==> config.mk <==
export PLATFORM = sky130hd
export DESIGN_NAME = toy_trap_arb_flat
export DESIGN_NICKNAME = d
export VERILOG_FILES = /design/src/rtl/toy_trap_arb_if.sv /design/src/rtl/toy_trap_arb.sv /design/src/flat_wrapper.sv
export SDC_FILE = /design/constraint.sdc
export NUM_CORES = 1
export LEC_CHECK = 0
export BUFFER_PORTS_ARGS = -buffer_cell sky130_fd_sc_hd__buf_2
export CORE_AREA = 2 2 141 170
export DETAILED_ROUTE_END_ITERATION = 8
export DIE_AREA = 0 0 143 172
export GPL_TIMING_DRIVEN = 0
export PLACE_DENSITY_LB_ADDON = 0.15
export SETUP_SLACK_MARGIN = 0.4
export SLEW_MARGIN = 10
export SYNTH_ARGS = -nofsm -noshare
export SYNTH_HDL_FRONTEND = slang
export SYNTH_SLANG_ARGS = --single-unit
==> constraint.sdc <==
create_clock -name clk -period 2.5 [get_ports clk]
set_input_delay 0.25 -clock clk [delete_from_list [all_inputs] [get_ports clk]]
set_output_delay 0.25 -clock clk [all_outputs]
set_load 0.02 [all_outputs]
==> src/rtl/toy_trap_arb_if.sv <==
// Handshake and payload bundle between exception sources, the trap
// arbiter and the CSR/debug controller.
interface toy_trap_arb_if #(
    parameter int NUM_SRC    = 2,
    parameter int ADDR_WIDTH = 32,
    parameter int INST_WIDTH = 32
);
    logic [NUM_SRC-1:0]            src_vld;
    logic [NUM_SRC*32-1:0]         src_cause;
    logic [NUM_SRC*ADDR_WIDTH-1:0] src_pc;
    logic [NUM_SRC*INST_WIDTH-1:0] src_inst;
    logic [NUM_SRC-1:0]            src_ack;
    logic                          flush;
    logic                          debug_mode_en;
    logic                          debug_ebreakm;
    logic                          debug_step_en;
    logic                          debug_step_release;
    logic [ADDR_WIDTH-1:0]         csr_mtvec;
    logic                          trap_vld;
    logic                          trap_rdy;
    logic [ADDR_WIDTH-1:0]         trap_pc;
    logic [31:0]                   trap_cause;
    logic [INST_WIDTH-1:0]         trap_extra_info;
    logic                          trap_indebug;
    logic                          indebug_break_en;
    logic                          indebug_exception;
    logic                          debug_vld;
    logic                          debug_rdy;
    logic [2:0]                    debug_cause;
    logic [ADDR_WIDTH-1:0]         debug_pc;
    logic                          busy;

    // Exec units and CSR/debug side
    modport master (
        output src_vld, src_cause, src_pc, src_inst, flush,
               debug_mode_en, debug_ebreakm, debug_step_en, debug_step_release,
               csr_mtvec, trap_rdy, debug_rdy,
        input  src_ack, trap_vld, trap_pc, trap_cause, trap_extra_info,
               trap_indebug, indebug_break_en, indebug_exception,
               debug_vld, debug_cause, debug_pc, busy
    );

    // Arbiter side
    modport slave (
        input  src_vld, src_cause, src_pc, src_inst, flush,
               debug_mode_en, debug_ebreakm, debug_step_en, debug_step_release,
               csr_mtvec, trap_rdy, debug_rdy,
        output src_ack, trap_vld, trap_pc, trap_cause, trap_extra_info,
               trap_indebug, indebug_break_en, indebug_exception,
               debug_vld, debug_cause, debug_pc, busy
    );
endinterface

==> src/rtl/toy_trap_arb.sv <==
// Fixed-priority exception arbiter (source 0 highest). The winner is
// classified as a normal trap or a debug entry and parked in a one-entry
// holding stage until the matching valid/ready handshake or a flush.
//
// state     | meaning
// IDLE      | holding stage empty, granting the lowest requesting source
// TRAP_PEND | normal trap presented on trap_vld, waiting for trap_rdy
// DBG_PEND  | debug entry presented on debug_vld, waiting for debug_rdy
module toy_trap_arb #(
    parameter int NUM_SRC    = 2,
    parameter int ADDR_WIDTH = 32,
    parameter int INST_WIDTH = 32
) (
    input  logic          clk,
    input  logic          rst_n,
    toy_trap_arb_if.slave bus
);
    localparam logic [31:0] MCAUSE_BREAK   = 32'd3;
    localparam logic [31:0] DEBUG_HALT_REQ = 32'h0000_0100;
    localparam logic [2:0]  DM_EBREAK      = 3'd1;
    localparam logic [2:0]  DM_HALT_REQ    = 3'd3;
    localparam logic [2:0]  DM_STEP        = 3'd4;

    typedef enum logic [1:0] {
        IDLE      = 2'd0,
        TRAP_PEND = 2'd1,
        DBG_PEND  = 2'd2
    } state_t;

    state_t                r_state;
    logic                  r_step;
    logic                  r_trap_vld;
    logic                  r_debug_vld;
    logic [ADDR_WIDTH-1:0] r_pc;
    logic [31:0]           r_cause;
    logic [INST_WIDTH-1:0] r_inst;
    logic                  r_ibrk;
    logic                  r_iexc;
    logic                  r_indebug;
    logic [2:0]            r_dcause;
    logic [ADDR_WIDTH-1:0] r_dpc;

    logic                  w_any;
    logic [NUM_SRC-1:0]    w_grant;
    logic [31:0]           w_cause;
    logic [ADDR_WIDTH-1:0] w_pc;
    logic [INST_WIDTH-1:0] w_inst;
    logic                  w_halt;
    logic                  w_brk;
    logic                  w_dm_ebreak;
    logic                  w_dm_step;
    logic                  w_debug;
    logic [2:0]            w_dcause;
    logic                  w_hs;

    // Lowest-index requester wins; scanning downward lets it overwrite the rest
    always_comb begin
        w_any   = 1'b0;
        w_grant = '0;
        w_cause = '0;
        w_pc    = '0;
        w_inst  = '0;
        for (int i = NUM_SRC - 1; i >= 0; i--) begin
            if (bus.src_vld[i]) begin
                w_any      = 1'b1;
                w_grant    = '0;
                w_grant[i] = 1'b1;
                w_cause    = bus.src_cause[32*i +: 32];
                w_pc       = bus.src_pc[ADDR_WIDTH*i +: ADDR_WIDTH];
                w_inst     = bus.src_inst[INST_WIDTH*i +: INST_WIDTH];
            end
        end
    end

    // Classify the winner against the live debug controls
    always_comb begin
        w_halt      = (w_cause == DEBUG_HALT_REQ);
        w_brk       = (w_cause == MCAUSE_BREAK);
        w_dm_ebreak = w_brk & ~bus.debug_mode_en & bus.debug_ebreakm & ~bus.debug_step_en;
        w_dm_step   = w_brk & ~bus.debug_mode_en & bus.debug_ebreakm & bus.debug_step_en;
        w_debug     = w_halt | w_dm_ebreak | w_dm_step;
        if (w_dm_ebreak)    w_dcause = DM_EBREAK;
        else if (w_halt)    w_dcause = DM_HALT_REQ;
        else if (w_dm_step) w_dcause = DM_STEP;
        else                w_dcause = 3'd0;
    end

    assign w_hs = (r_trap_vld & bus.trap_rdy) | (r_debug_vld & bus.debug_rdy);

    // Capture, hold and release of the single pending entry
    always_ff @(posedge clk or negedge rst_n) begin
        if (!rst_n) begin
            r_state     <= IDLE;
            r_trap_vld  <= 1'b0;
            r_debug_vld <= 1'b0;
            r_pc        <= '0;
            r_cause     <= '0;
            r_inst      <= '0;
            r_ibrk      <= 1'b0;
            r_iexc      <= 1'b0;
            r_indebug   <= 1'b0;
            r_dcause    <= '0;
            r_dpc       <= '0;
        end else begin
            case (r_state)
                IDLE: begin
                    if (w_any) begin
                        r_state     <= w_debug ? DBG_PEND : TRAP_PEND;
                        r_trap_vld  <= ~w_debug;
                        r_debug_vld <= w_debug;
                        r_pc        <= w_pc;
                        r_cause     <= w_cause;
                        r_inst      <= w_inst;
                        r_ibrk      <= w_brk & bus.debug_mode_en;
                        r_iexc      <= ~w_brk & ~w_halt & bus.debug_mode_en;
                        r_indebug   <= bus.debug_mode_en & ~w_halt;
                        r_dcause    <= w_dcause;
                        r_dpc       <= w_debug ? (r_step ? bus.csr_mtvec : w_pc) : '0;
                    end
                end
                TRAP_PEND, DBG_PEND: begin
                    // a coinciding handshake and flush both end in IDLE
                    if (w_hs || bus.flush) begin
                        r_state     <= IDLE;
                        r_trap_vld  <= 1'b0;
                        r_debug_vld <= 1'b0;
                        r_pc        <= '0;
                        r_cause     <= '0;
                        r_inst      <= '0;
                        r_ibrk      <= 1'b0;
                        r_iexc      <= 1'b0;
                        r_indebug   <= 1'b0;
                        r_dcause    <= '0;
                        r_dpc       <= '0;
                    end
                end
                default: r_state <= IDLE;
            endcase
        end
    end

    // Step flag remembers that a trap was taken during single-step
    always_ff @(posedge clk or negedge rst_n) begin
        if (!rst_n)                                         r_step <= 1'b0;
        else if (bus.debug_step_release)                    r_step <= 1'b0;
        else if (r_trap_vld && bus.trap_rdy && bus.debug_step_en) r_step <= 1'b1;
    end

    assign bus.src_ack           = (r_state == IDLE && rst_n) ? w_grant : '0;
    assign bus.trap_vld          = r_trap_vld;
    assign bus.debug_vld         = r_debug_vld;
    assign bus.trap_pc           = r_pc;
    assign bus.trap_cause        = r_cause;
    assign bus.trap_extra_info   = r_inst;
    assign bus.indebug_break_en  = r_ibrk;
    assign bus.indebug_exception = r_iexc;
    assign bus.trap_indebug      = r_indebug;
    assign bus.debug_cause       = r_dcause;
    assign bus.debug_pc          = r_dpc;
    assign bus.busy              = r_trap_vld | r_debug_vld;
endmodule

==> src/flat_wrapper.sv <==
// flat-port wrapper written by rule: the top's interface ports become plain ports
module toy_trap_arb_flat 
#(
    parameter int NUM_SRC    = 2,
    parameter int ADDR_WIDTH = 32,
    parameter int INST_WIDTH = 32
)
  (clk, rst_n, bus_src_vld, bus_src_cause, bus_src_pc, bus_src_inst, bus_flush, bus_debug_mode_en, bus_debug_ebreakm, bus_debug_step_en, bus_debug_step_release, bus_csr_mtvec, bus_trap_rdy, bus_debug_rdy, bus_src_ack, bus_trap_vld, bus_trap_pc, bus_trap_cause, bus_trap_extra_info, bus_trap_indebug, bus_indebug_break_en, bus_indebug_exception, bus_debug_vld, bus_debug_cause, bus_debug_pc, bus_busy);
  toy_trap_arb_if #(.NUM_SRC(NUM_SRC), .ADDR_WIDTH(ADDR_WIDTH), .INST_WIDTH(INST_WIDTH)) bus_i ();
  input  logic clk;
  input  logic rst_n;
  input wire logic [$bits(bus_i.src_vld)-1:0] bus_src_vld;
  input wire logic [$bits(bus_i.src_cause)-1:0] bus_src_cause;
  input wire logic [$bits(bus_i.src_pc)-1:0] bus_src_pc;
  input wire logic [$bits(bus_i.src_inst)-1:0] bus_src_inst;
  input wire logic [$bits(bus_i.flush)-1:0] bus_flush;
  input wire logic [$bits(bus_i.debug_mode_en)-1:0] bus_debug_mode_en;
  input wire logic [$bits(bus_i.debug_ebreakm)-1:0] bus_debug_ebreakm;
  input wire logic [$bits(bus_i.debug_step_en)-1:0] bus_debug_step_en;
  input wire logic [$bits(bus_i.debug_step_release)-1:0] bus_debug_step_release;
  input wire logic [$bits(bus_i.csr_mtvec)-1:0] bus_csr_mtvec;
  input wire logic [$bits(bus_i.trap_rdy)-1:0] bus_trap_rdy;
  input wire logic [$bits(bus_i.debug_rdy)-1:0] bus_debug_rdy;
  output wire logic [$bits(bus_i.src_ack)-1:0] bus_src_ack;
  output wire logic [$bits(bus_i.trap_vld)-1:0] bus_trap_vld;
  output wire logic [$bits(bus_i.trap_pc)-1:0] bus_trap_pc;
  output wire logic [$bits(bus_i.trap_cause)-1:0] bus_trap_cause;
  output wire logic [$bits(bus_i.trap_extra_info)-1:0] bus_trap_extra_info;
  output wire logic [$bits(bus_i.trap_indebug)-1:0] bus_trap_indebug;
  output wire logic [$bits(bus_i.indebug_break_en)-1:0] bus_indebug_break_en;
  output wire logic [$bits(bus_i.indebug_exception)-1:0] bus_indebug_exception;
  output wire logic [$bits(bus_i.debug_vld)-1:0] bus_debug_vld;
  output wire logic [$bits(bus_i.debug_cause)-1:0] bus_debug_cause;
  output wire logic [$bits(bus_i.debug_pc)-1:0] bus_debug_pc;
  output wire logic [$bits(bus_i.busy)-1:0] bus_busy;
  assign bus_i.src_vld = bus_src_vld;
  assign bus_i.src_cause = bus_src_cause;
  assign bus_i.src_pc = bus_src_pc;
  assign bus_i.src_inst = bus_src_inst;
  assign bus_i.flush = bus_flush;
  assign bus_i.debug_mode_en = bus_debug_mode_en;
  assign bus_i.debug_ebreakm = bus_debug_ebreakm;
  assign bus_i.debug_step_en = bus_debug_step_en;
  assign bus_i.debug_step_release = bus_debug_step_release;
  assign bus_i.csr_mtvec = bus_csr_mtvec;
  assign bus_i.trap_rdy = bus_trap_rdy;
  assign bus_i.debug_rdy = bus_debug_rdy;
  assign bus_src_ack = bus_i.src_ack;
  assign bus_trap_vld = bus_i.trap_vld;
  assign bus_trap_pc = bus_i.trap_pc;
  assign bus_trap_cause = bus_i.trap_cause;
  assign bus_trap_extra_info = bus_i.trap_extra_info;
  assign bus_trap_indebug = bus_i.trap_indebug;
  assign bus_indebug_break_en = bus_i.indebug_break_en;
  assign bus_indebug_exception = bus_i.indebug_exception;
  assign bus_debug_vld = bus_i.debug_vld;
  assign bus_debug_cause = bus_i.debug_cause;
  assign bus_debug_pc = bus_i.debug_pc;
  assign bus_busy = bus_i.busy;
  toy_trap_arb #(.NUM_SRC(NUM_SRC), .ADDR_WIDTH(ADDR_WIDTH), .INST_WIDTH(INST_WIDTH)) u_core (.clk(clk), .rst_n(rst_n), .bus(bus_i));
endmodule
==> impl_table.tex <==
\begin{tabular}{lr}
\hline
Metric & Value \\
\hline
\multicolumn{2}{l}{\textbf{Run status}} \\
Outcome & finished, final reports clean \\
\multicolumn{2}{l}{\textbf{STA}} \\
Unrepaired setup endpoints after global routing & true \\
Max Fclk & 492 MHz \\
Final setup skew & between 0.01 and 0.015 ns \\
Worst hold margin & 0.118 ns \\
Total setup violations reported at the end of the flow & 0 \\
Worst Setup Slack, final & 0.468 ns \\
Final critical-path required period & 2.03 ns \\
Final Hold Vio Count & 0 \\
Slew of the pin with the lowest slew margin & between 0.8 and 0.9 ns \\
Worst slew slack as a fraction of its limit & 45.1\% \\
Final max-slew violation count & 0 \\
Fraction of the cycle the final worst path needs & 81.3\% \\
\multicolumn{2}{l}{\textbf{Yosys}} \\
Yosys warnings & 0 \\
Cell Area, Synth & 6760 um\^{}2 \\
Post-synthesis register bit count & 139 \\
Synth Net Count & 950 \\
Largest cells by area after synthesis & sky130\_fd\_sc\_hd\_\_dfrtp\_1, sky130\_fd\_sc\_hd\_\_a22oi\_1, sky130\_fd\_sc\_hd\_\_o31ai\_1 \\
Count of flip-flops with a built-in enable after synthesis & 0 \\
Count of unique library cells instantiated by Yosys & 51 \\
Largest area contributor in the netlist & sky130\_fd\_sc\_hd\_\_dfrtp\_1 \\
Share of synthesized area occupied by flip-flops and latches & 51.4\% \\
Instance count of the mapped netlist & about 710 \\
Share of Yosys cell area claimed by the top area cell type & 51.4\% \\
Share of async-settable or async-resettable flops after synthesis & 100\% \\
Synthesized area divided by synthesized cell count & 9.48 um\^{}2 \\
Most used flip-flop cell after synthesis & sky130\_fd\_sc\_hd\_\_dfrtp\_1 \\
\multicolumn{2}{l}{\textbf{Flow run}} \\
Total of max-cap violations & 0 \\
\multicolumn{2}{l}{\textbf{Clock network}} \\
\# clock sinks & 139 \\
Clock-pin slew of the registers on the worst-case setup and hold paths & about 0.06 ns \\
TritonCTS clock tree & yes \\
Clock latency at the later pin of the worst-skew pair & $\sim$0.42 ns \\
TritonCTS buffer count & 17 \\
Clk root buf & sky130\_fd\_sc\_hd\_\_clkbuf\_16 \\
Deepest clock path buffer count & 2 \\
Clock H-tree levels & 4 \\
\multicolumn{2}{l}{\textbf{Drt}} \\
Routed via count & 7333 \\
Number of violations reported at the end of detailed-routing iteration 0 & between 300 and 400 \\
Drt via density & $\sim$5.1 \\
WL final & just under 30000 um \\
Routed wire per std cell & $\sim$20 um \\
Post-route DRC violation count & 0 \\
TritonRoute pass-1 iters & 5 \\
Number of antenna-violating nets in the routed design & 0 \\
\multicolumn{2}{l}{\textbf{Global route}} \\
First-pass GRT wire length & 43300 um \\
Global-route usage over all layers & 23.5\% \\
Vias in the first global route & 7315 \\
Initial antenna violation count & 0 \\
Largest net degree at the start of global routing & 72 \\
Gr ovfl total & 0 \\
\multicolumn{2}{l}{\textbf{Place}} \\
Final weighted congestion of routability-driven global placement & approximately 0.82 \\
HPWL after DPL & around 23000 um \\
Placed Cells & 1402 \\
Post-placement worst setup slack & -0.721 ns \\
Port-buffer cells & 373 \\
\multicolumn{2}{l}{\textbf{Setup path}} \\
Slowest cell on the critical path & sky130\_fd\_sc\_hd\_\_dfrtp\_1 \\
Worst Setup SP & u\_core.r\_state[0] \\
Biggest fanout along the worst timing path & 7 \\
Worst reg-to-reg setup slack & 0.47 ns \\
Startpoint of the worst-slack reg-to-reg timing path & u\_core.r\_state[0] \\
Critical path's largest stage delay & 0.38 ns \\
Endpoint of the worst-slack reg-to-reg timing path & u\_core.bus.debug\_pc[27] \\
CP arrival & roughly 2.3 ns \\
Cells traversed along the worst timing path & inv\_1 -> ha\_2 -> nor3b\_4 -> buf\_4 -> nor3\_4 -> nand4\_4 -> buf\_12 -> buf\_8 -> o31ai\_1 \\
Number of buffer and inverter instances along the worst setup path & 4 \\
Critical path required time & 2.81 ns \\
CP startpoint kind & flop \\
Logic depth of the worst register-to-register path & 9 \\
Family with the most delay on the worst path & buffers and inverters \\
Critical path start-end classification & reg -> reg \\
Worst setup EP type & flop \\
\multicolumn{2}{l}{\textbf{Layout}} \\
Finished Layout Cells & around 1400 \\
Most common cell after layout, fill and taps aside & sky130\_fd\_sc\_hd\_\_buf\_2 \\
Area Growth Syn to Fin & 47.7\% \\
Antenna fix cells & 0 \\
Commonest cells after routing, fill and taps aside & sky130\_fd\_sc\_hd\_\_buf\_2, sky130\_fd\_sc\_hd\_\_dfrtp\_1, sky130\_fd\_sc\_hd\_\_nand2\_1, sky130\_fd\_sc\_hd\_\_a22oi\_1, sky130\_fd\_sc\_hd\_\_o31ai\_1 \\
Post-Route Utilization & between 40\% and 50\% \\
Number of nets in the final layout & approximately 1400 \\
Share of post-route cells with drive strength above 1 & a little over two fifths \\
\multicolumn{2}{l}{\textbf{Worst hold path}} \\
Min-Delay Path Class & in -> reg \\
Endpoint, Worst Hold & u\_core.bus.trap\_indebug \\
Hold path startpoint & bus\_debug\_mode\_en \\
Cell count of the worst hold path & 3 \\
\multicolumn{2}{l}{\textbf{Power and ir drop}} \\
Standby leakage power & approximately 5.0 nW \\
Peak supply drop & 0.000494 V \\
Areal power density over the cells & approximately 950 nW/um\^{}2 \\
\multicolumn{2}{l}{\textbf{Floorplan}} \\
Starting density of the core & 29.4\% \\
Top-Level Pins & 374 \\
Horiz. Die Dim & $\sim$140 um \\
Row cnt & 61 \\
Chip height & 172 um \\
Die outline area & about 25000 um\^{}2 \\
Core area & approximately 23000 um\^{}2 \\
\hline
\end{tabular}
## metrics by stage
step	TNS [ns]	total power, mW	instance area, um^2
floorplan	0	5.11	6760
global placement	-225.69	6.70	9020
detailed placement	-70.71	6.72	9060
CTS	0	9.55	9870
global route	0	10.1	9990
finish	0	9.52	9990
## what timing repair did
action                     in CTS  in global routing
resized for setup              46                 39
cloned                          1                  1
setup buffers                   5                  2
hold buffers                    2                  0
setup endpoints to repair     139                127
pin swaps                       2                  2
hold endpoints to repair       69                  0
## power by group
group          internal (mW)  switching [mW]
clock network           1.61            1.06
registers               2.82           0.326
logic                   1.22            2.48
total                   5.65            3.86
## flip-flops by register name, summed over array words and instances (netlist names)
register,count
u_core.bus.debug_cause,3
u_core.bus.debug_pc,32
u_core.bus.debug_vld,1
u_core.bus.indebug_break_en,1
u_core.bus.indebug_exception,1
u_core.bus.trap_cause,32
u_core.bus.trap_extra_info,32
u_core.bus.trap_indebug,1
u_core.bus.trap_pc,32
u_core.bus.trap_vld,1
u_core.r_state,2
u_core.r_step,1
## per-layer routing
layer  share of wire, %  up-vias  track usage (%)
met5                  0        -                0
met4               0.71        0             4.86
met3                7.2       13             5.26
met2                 51      341             41.9
met1                 41     3531             29.2
li1                   -     3448                -
## worst min-delay path: cells and delay by family
kind | cells | cell delay [ns]
buffers and inverters | 1 | 0.11
AND/OR/NAND/NOR | 1 | 0.08
AO/OA/AOI/OAI | 1 | 0.05
## layout make-up
class                           count  area [um^2]
Timing Repair Buffer              385         2040
Sequential cell                   139         3480
Clock buffer                       19          443
Tap cell                          315          394
Inverter                            4         15.0
Fill cell                        2339        13000
Multi-Input combinational cell    502         2980
Buffer                             68          465
Clock inverter                     12          165
## cells in the mapped netlist (2+ instances only)
cell,count
sky130_fd_sc_hd__nand4_1,2
sky130_fd_sc_hd__nand3_1,5
sky130_fd_sc_hd__buf_6,6
sky130_fd_sc_hd__nand2b_1,3
sky130_fd_sc_hd__inv_1,4
sky130_fd_sc_hd__nand2_1,136
sky130_fd_sc_hd__nor3_1,4
sky130_fd_sc_hd__a22oi_1,96
sky130_fd_sc_hd__o31ai_2,5
sky130_fd_sc_hd__o21ai_0,59
sky130_fd_sc_hd__and3_1,3
sky130_fd_sc_hd__nor4b_1,2
sky130_fd_sc_hd__dfrtp_1,139
sky130_fd_sc_hd__o31ai_1,71
sky130_fd_sc_hd__a21oi_1,36
sky130_fd_sc_hd__a31oi_1,2
sky130_fd_sc_hd__buf_2,4
sky130_fd_sc_hd__a32o_1,2
sky130_fd_sc_hd__nor2_1,38
sky130_fd_sc_hd__a41oi_1,3
sky130_fd_sc_hd__clkbuf_8,4
sky130_fd_sc_hd__ha_1,2
sky130_fd_sc_hd__nor4_1,7
sky130_fd_sc_hd__buf_1,3
sky130_fd_sc_hd__clkbuf_1,51
## cell families (layout without fill, tap and decap cells)
kind of cell,count (synthesis),after routing,synth area share (%)
fa+ha+maj,2,2,0.370
simple gates,213,213,13.8
mux,1,1,0.148
buf+inv,72,488,5.33
flops,139,139,51.4
compound gates,286,286,28.9
## how the worst max path moves through the flow
stage,to,cells after the start
6_report,u_core.bus.debug_pc[27],9
5_1_grt,u_core.bus.debug_pc[21],9
4_1_cts,u_core.bus.debug_pc[27],8
3_5_place_dp,u_core.bus.trap_pc[25],8
3_3_place_gp,bus_src_ack[1],3
2_1_floorplan,u_core.bus.debug_pc[4],7
Power figures use the tool's default switching activity.
